--- src/rtl/present_slayer_serial.sv ---
// Nibble-serial PRESENT substitution layer driving one shared external 4-bit s-box.
// Optional pLayer on out_data is enabled by defining PRESENT_SLAYER_PLAYER_EN.
module present_slayer_serial #(
   parameter int unsigned NIBBLES = 16
) (
   input  logic                   clk,
   input  logic                   rst_n,
   input  logic                   in_valid,
   output logic                   in_ready,
   input  logic [4*NIBBLES-1:0]   in_data,
   output logic [3:0]             sbox_idat,
   input  logic [3:0]             sbox_odat,
   output logic                   out_valid,
   input  logic                   out_ready,
   output logic [4*NIBBLES-1:0]   out_data,
   output logic                   busy
);

   localparam int unsigned W        = 4 * NIBBLES;
   localparam int unsigned CNT_W    = (NIBBLES > 1) ? $clog2(NIBBLES) : 1;
   localparam logic [CNT_W-1:0] CNT_LAST = CNT_W'(NIBBLES - 1);

   typedef enum logic [1:0] {
      IDLE = 2'd0,
      RUN  = 2'd1,
      DONE = 2'd2
   } state_e;

   state_e           state_q, state_d;
   logic [W-1:0]     shift_q, shift_d;
   logic [CNT_W-1:0] cnt_q, cnt_d;
   logic             in_ready_q, in_ready_d;
   logic             out_valid_q, out_valid_d;
   logic             busy_q, busy_d;
   logic [3:0]       sbox_idat_q, sbox_idat_d;

   // State register and registered handshake/s-box outputs
   always_ff @(posedge clk or negedge rst_n) begin
      if (!rst_n) begin
         state_q     <= IDLE;
         shift_q     <= '0;
         cnt_q       <= '0;
         in_ready_q  <= 1'b1;
         out_valid_q <= 1'b0;
         busy_q      <= 1'b0;
         sbox_idat_q <= 4'h0;
      end else begin
         state_q     <= state_d;
         shift_q     <= shift_d;
         cnt_q       <= cnt_d;
         in_ready_q  <= in_ready_d;
         out_valid_q <= out_valid_d;
         busy_q      <= busy_d;
         sbox_idat_q <= sbox_idat_d;
      end
   end

   // Next-state logic; outputs are decoded from the next state so they register cleanly
   always_comb begin
      state_d = state_q;
      shift_d = shift_q;
      cnt_d   = cnt_q;

      case (state_q)
         IDLE: begin
            if (in_valid) begin
               shift_d = in_data;
               cnt_d   = '0;
               state_d = RUN;
            end
         end
         RUN: begin
            // Substituted nibble enters at the top; after NIBBLES shifts it lands back in place
            shift_d = {sbox_odat, shift_q[W-1:4]};
            if (cnt_q == CNT_LAST) begin
               state_d = DONE;
            end else begin
               cnt_d = cnt_q + CNT_W'(1);
            end
         end
         DONE: begin
            if (out_ready) begin
               state_d = IDLE;
            end
         end
         default: begin
            state_d = IDLE;
         end
      endcase

      in_ready_d  = (state_d == IDLE);
      out_valid_d = (state_d == DONE);
      busy_d      = (state_d != IDLE);
      sbox_idat_d = (state_d == RUN) ? shift_d[3:0] : 4'h0;
   end

   assign in_ready  = in_ready_q;
   assign out_valid = out_valid_q;
   assign busy      = busy_q;
   assign sbox_idat = sbox_idat_q;

`ifdef PRESENT_SLAYER_PLAYER_EN
   if (NIBBLES != 16) begin : g_bad_nibbles
      $error("present_slayer_serial: pLayer requires NIBBLES == 16");
   end

   // pLayer: bit i -> (16*i) mod 63, bit 63 fixed
   for (genvar i = 0; i < 63; i++) begin : g_player
      assign out_data[(16 * i) % 63] = shift_q[i];
   end
   assign out_data[W-1] = shift_q[W-1];
`else
   assign out_data = shift_q;
`endif

endmodule
--- config.mk ---
export PLATFORM = sky130hd
export DESIGN_NAME = present_slayer_serial
export DESIGN_NICKNAME = d
export VERILOG_FILES = /design/src/rtl/present_slayer_serial.sv
export SDC_FILE = /design/constraint.sdc
export NUM_CORES = 1
export LEC_CHECK = 0
export ABC_AREA = 0
export ABC_CLOCK_PERIOD_IN_PS = 1520
export CORE_MARGIN = 1.5
export CORE_UTILIZATION = 45
export CTS_BUF_LIST = sky130_fd_sc_hd__clkbuf_4 sky130_fd_sc_hd__clkbuf_8
export DETAILED_ROUTE_END_ITERATION = 6
export PLACE_DENSITY = 0.9
export SLEW_MARGIN = 20
export SYNTH_ARGS = -nofsm -noshare
export SYNTH_HDL_FRONTEND = slang
export SYNTH_SLANG_ARGS = --single-unit
--- constraint.sdc ---
create_clock -name clk -period 1.52 [get_ports clk]
set_input_delay 0.304 -clock clk [delete_from_list [all_inputs] [get_ports clk]]
set_output_delay 0.304 -clock clk [all_outputs]
set_load 0.05 [all_outputs]
**Yosys cells after proc, flatten, opt, wreduce, memory -nomap -nowiden**

Cells that the tools add are included.

- Register bits: 77
- Input port bits: 72
- Output and inout port bits: 71
- Logic and storage cells: 32

- Add/sub/neg operators: 1
- Equal/unequal tests: 7
- Mux-type cells: 10
- Reductions and logical operators: 6

Operators by type and width:

| operator | count |
|---|---|
| $pmux 64 s2 | 1 |
| $mux 64 | 1 |
| $mux 4 | 3 |
| $pmux 4 s2 | 1 |
| $mux 2 | 3 |
| $pmux 2 s3 | 1 |
| $add 4x1->4 const B | 1 |
| $eq 2x1->1 const B | 2 |
| $eq 2x2->1 const B | 2 |
| $eq 4x4->1 const B | 1 |
| $logic_not 2->1 | 2 |
| $ne 2x2->1 const B | 2 |
| $reduce_bool 2->1 | 2 |
| $reduce_and 3->1 | 1 |
| $reduce_and 2->1 | 1 |

**Depth between registers and ports, before layout**

- Depth after elaboration: 5
- Gate-level depth with buffers: 6
- Gate-level depth less buffers: 4

**Worst setup path after synthesis**

No wires, ideal clock.

- Path kind: flip-flop to flip-flop
- Start point: register cnt_q[0]
- End point: register cnt_q[0]
- Setup time: 69 ps
- Arrival: 1242 ps
- Required time: 1451 ps
- Slack: 209 ps
- Cell stages (with the launch flop): 5
- Buffers on the path: 0
- Clock period less this slack: 1311 ps
- Cell sequence: dfrtp_1 -> ha_1 -> and3_1 -> or3_1 -> nand3_1

- Longest elaborated chain between the ends: 3
- Elaborated cells on any way between the ends: 6
- Classes of those cells: add/sub (1); eq/ne (2); mux (2); reduce/logical (1)

RTL lines:

| item | RTL line | RTL |
|---|---|---|
| from (decl) | 31 | `logic [CNT_W-1:0] cnt_q, cnt_d;` |
| from (signal assigned) | 50 | `cnt_q <= cnt_d;` |
| $add 4x1->4 or $eq 4x4->1 (tied branches) | 78, 75 |  |
| $mux 4 or $ne 2x2->1 (tied branches) | - |  |
| $pmux 4 s2 or $reduce_and 3->1 (tied branches) | - |  |

Several ways; a longest one is shown, not always the timed one. The select of a mux whose other input is x is not followed.
A chain may end at the register's enable or synchronous reset.

**Worst setup path in the final report**

Same ends and word-level chain as after synthesis.

==> summary.txt <==
Logic synthesis
  – Cell taking the most area after synthesis: dfrtp_1
  – Sequential cell area fraction in the yosys report: 0.550
  – Netlist cell types: 30
  – Simple-gate share of the synthesized area: 0.0424
  – Area share of the leading cell type in the synthesized netlist: 0.542
  – Main combinational cell family by area after synthesis: compound AO/OA/AOI/OAI gates
  – Post-Synthesis Mean Instance Area: around 10 um^2
  – Post-Syn Instances: 343
  – Xor/xnor share of the synthesized area: 0
  – Post-synthesis compound-gate area fraction: 0.334
  – Mux share of post-synthesis cell area: 0
  – Synthesis-stage register bit count: 77
  – Post-Syn Area: between 3000 and 4000 um^2
  – Cells taking the most area after synthesis: dfrtp_1, o22ai_1, a21oi_1
  – Synthesis warning total: 0
  – Net count of the mapped netlist: ~420
  – Adder and majority cell fraction of the synthesized area: 0.00357

Worst setup path
  – Sort of element at the start of the critical path: flop
  – Sequence of cells on the critical path: ha_2, and3_1, or3_1, nand3_1
  – Data required time of the worst path: 1.79 ns
  – CP Data Arrival Time: 1.75 ns
  – Start-to-end type of the worst setup path: reg -> reg
  – Critical path's largest stage delay: between 0.4 and 0.5 ns
  – Endpoint type of the worst setup path: flop
  – Critical path peak fanout: 6
  – Cell with the largest stage delay on the worst path: dfrtp_1

Drt
  – Via count normalized by instance count: 6.30
  – Post-route DRC violation count: 0
  – Number of nets with antenna violations after detailed routing: 0
  – Detailed-route wire length per cell: 19.7 um
  – Router iterations before antenna repair: 5
  – Drt initial violations: 294
  – Routed Wire Length: between 10000 and 15000 um
  – Vias: 3664

Timing
  – Portion of the clock cycle consumed by the worst path in the final layout: 0.972
  – Count of endpoints failing hold in the final timing report: 0
  – Max frequency: 677 MHz
  – Final setup fails: 0
  – Max-slew violation count: 0
  – Total Neg Setup Slack: 0 ns
  – Worst clock skew on the final layout: 0.00986 ns
  – Final period demand of the worst path: 1.48 ns
  – Transition time of the tightest slew-check pin: 0.431 ns
  – Crit path setup slack, layout: 0.0425 ns
  – Headroom to the max-slew limit: 0.713

Placement
  – Final Wtd Congestion: 0.831
  – Port Buffers: 142
  – Pre-CTS WS: -0.00586 ns
  – Detailed placement HPWL: 7920 um

Clock tree
  – Latest clock arrival within the worst-skew pair: 0.34 ns
  – Number of buffers created by CTS: 9
  – Number of levels the H-tree was split into: 3
  – Maximum clock insertion buffer count: 2
  – Clock-pin slew of the registers on the worst-case setup and hold paths: 0.08 ns
  – TritonCTS clock tree: yes
  – Root buf cell: clkbuf_8
  – Setup Buffers After CTS: 0
  – Clock sink count: 77

Pwr
  – Switching power as a share of total power: 0.471
  – Comb power frac: 0.613
  – Reg power frac: 0.282
  – Clock share of power: 0.106
  – Power Internal: 0.00864 W
  – Highest ir drop seen on vdd: 1.96 mV
  – Switching component of the power: 0.00768 W
  – Total leakage power: 2.37 nW
  – Pwr per Cell Area: around 2700 nW/um^2

GRT
  – Global-route wire length before repair: 18500 um
  – Largest net degree at the start of global routing: 78
  – Antenna violations before repair: 0
  – Leftover overflow at the end of global routing: 0
  – Via count of the first global-routing pass: 3739
  – Global routing usage summed across all routing layers: 0.281

Final layout
  – Share of layout cells above drive strength 1: 0.231
  – Commonest non-fill, non-tap cells in the layout: o22ai_1, buf_12, dfrtp_1
  – Ant diodes: 0
  – Synth-to-Final Area Change: 70.0%
  – Post-layout net count: 548
  – Most common library cell in the layout ignoring fill and taps: o22ai_1

Floorplanning
  – I/O pin cnt: ~140
  – Die area: ~8300 um^2
  – Effective utilization at floorplan: 0.459
  – Area of the placeable core: 7650 um^2
  – Cell row count: 32
  – Die Span X: 91.3 um
  – Vert. Die Dim: 91.3 um

Worst hold path
  – Worst min path class: in -> async

Status
  – Outcome: finished, final reports clean

Run
  – Count of max-cap constraint violations: 0
path summary, 6_finish.rpt:
kind	to	cells past startpoint	slack, ns	start
max	cnt_q[0]	4	0.04	cnt_q[0]
min	out_data[56]	3	0.49	rst_n
max reg2reg	cnt_q[0]	4	0.04	cnt_q[0]
min reg2reg	cnt_q[1]	2	0.59	cnt_q[1]
max in group asynchronous	in_ready	3	0.66	rst_n
min in group clk	busy	4	0.50	in_valid
sequential cells by signal (all words and copies together) (netlist names):
register	cells
busy	1
cnt_q	4
in_ready	1
out_data	64
out_valid	1
sbox_idat	4
state_q	2
worst max-delay path, delay by kind of cell, from the launching register on:
kind	cells	cell delay, ns
adders and majority gates	1	0.25
DFF	1	0.45
and+or+nand+nor	3	0.73
cells by family after synthesis:
kind of cell               after synthesis
and+or+nand+nor                         29
AOI/OAI and AO/OA                      198
buffers and inverters                   38
DFF                                     77
adders and majority gates                1
Yosys cell counts:
master    count
or2_2         1
inv_1         2
or3_1         2
a21o_1        1
dfrtp_1      76
dfstp_2       1
nand2b_1      1
clkbuf_1     11
buf_2         5
nor3_1        7
a31oi_1       2
buf_4        12
and3_1        1
a21oi_1      62
o21ai_1       1
inv_2         1
nand3_1       3
ha_1          1
o21bai_1      1
a22oi_1       1
nor4b_1       1
o22ai_1     122
a41oi_1       1
buf_6         7
nand2b_2      1
o32ai_1       4
and2_1        2
nand2_1       6
nor2_1        4
o21ai_0       3
final cells by class:
| class | instances | area (um^2) |
|---|---|---|
| flip-flops and latches | 77 | 1930 |
| inverters | 3 | 11.3 |
| well taps | 102 | 128 |
| fillers | 455 | 1680 |
| clock buffers | 10 | 138 |
| clock inverters | 6 | 86.3 |
| repair buffers | 156 | 2320 |
| multi-input cells | 228 | 1350 |
stage by stage:
stage                     instances   util  hold slack, ns  instance area (um^2)  power (W)
after floorplan                 343      -         0.00841                  3510    0.00940
after global placement          565  0.745           0.355                  5700     0.0141
after detailed placement        565  0.745           0.353                  5700     0.0145
after CTS                       582  0.777           0.444                  5940     0.0163
after global routing            582  0.780           0.514                  5960     0.0170
final                           582  0.780           0.492                  5960     0.0163
power by group through the flow:
stage / Sequential (W) / Combinational [W] / Clock [W]
5_1_grt: 0.00473 / 0.0105 / 0.00183
3_5_place_dp: 0.00461 / 0.00988 / 0
6_report: 0.00460 / 0.0100 / 0.00173
3_3_place_gp: 0.00450 / 0.00960 / 0
2_1_floorplan: 0.00680 / 0.00260 / 0
4_1_cts: 0.00457 / 0.00994 / 0.00174
routing by layer:
metal / vias to the layer above / track usage / share of wire
li1: 1632 / - / -
met1: 1750 / 0.329 / 0.37
met2: 237 / 0.453 / 0.48
met3: 45 / 0.0930 / 0.10
met4: 0 / 0.155 / 0.044
met5: - / 0 / 0
timing repair:
action / 4_1_cts / 5_1_grt
resized for setup: 1 / 7
cloned: 0 / 0
hold buffers: 1 / 0
endpoints found under the setup margin: 1 / 12
endpoints found under the hold margin: 74 / 0
No activity file was read; power rests on OpenSTA's default activity.
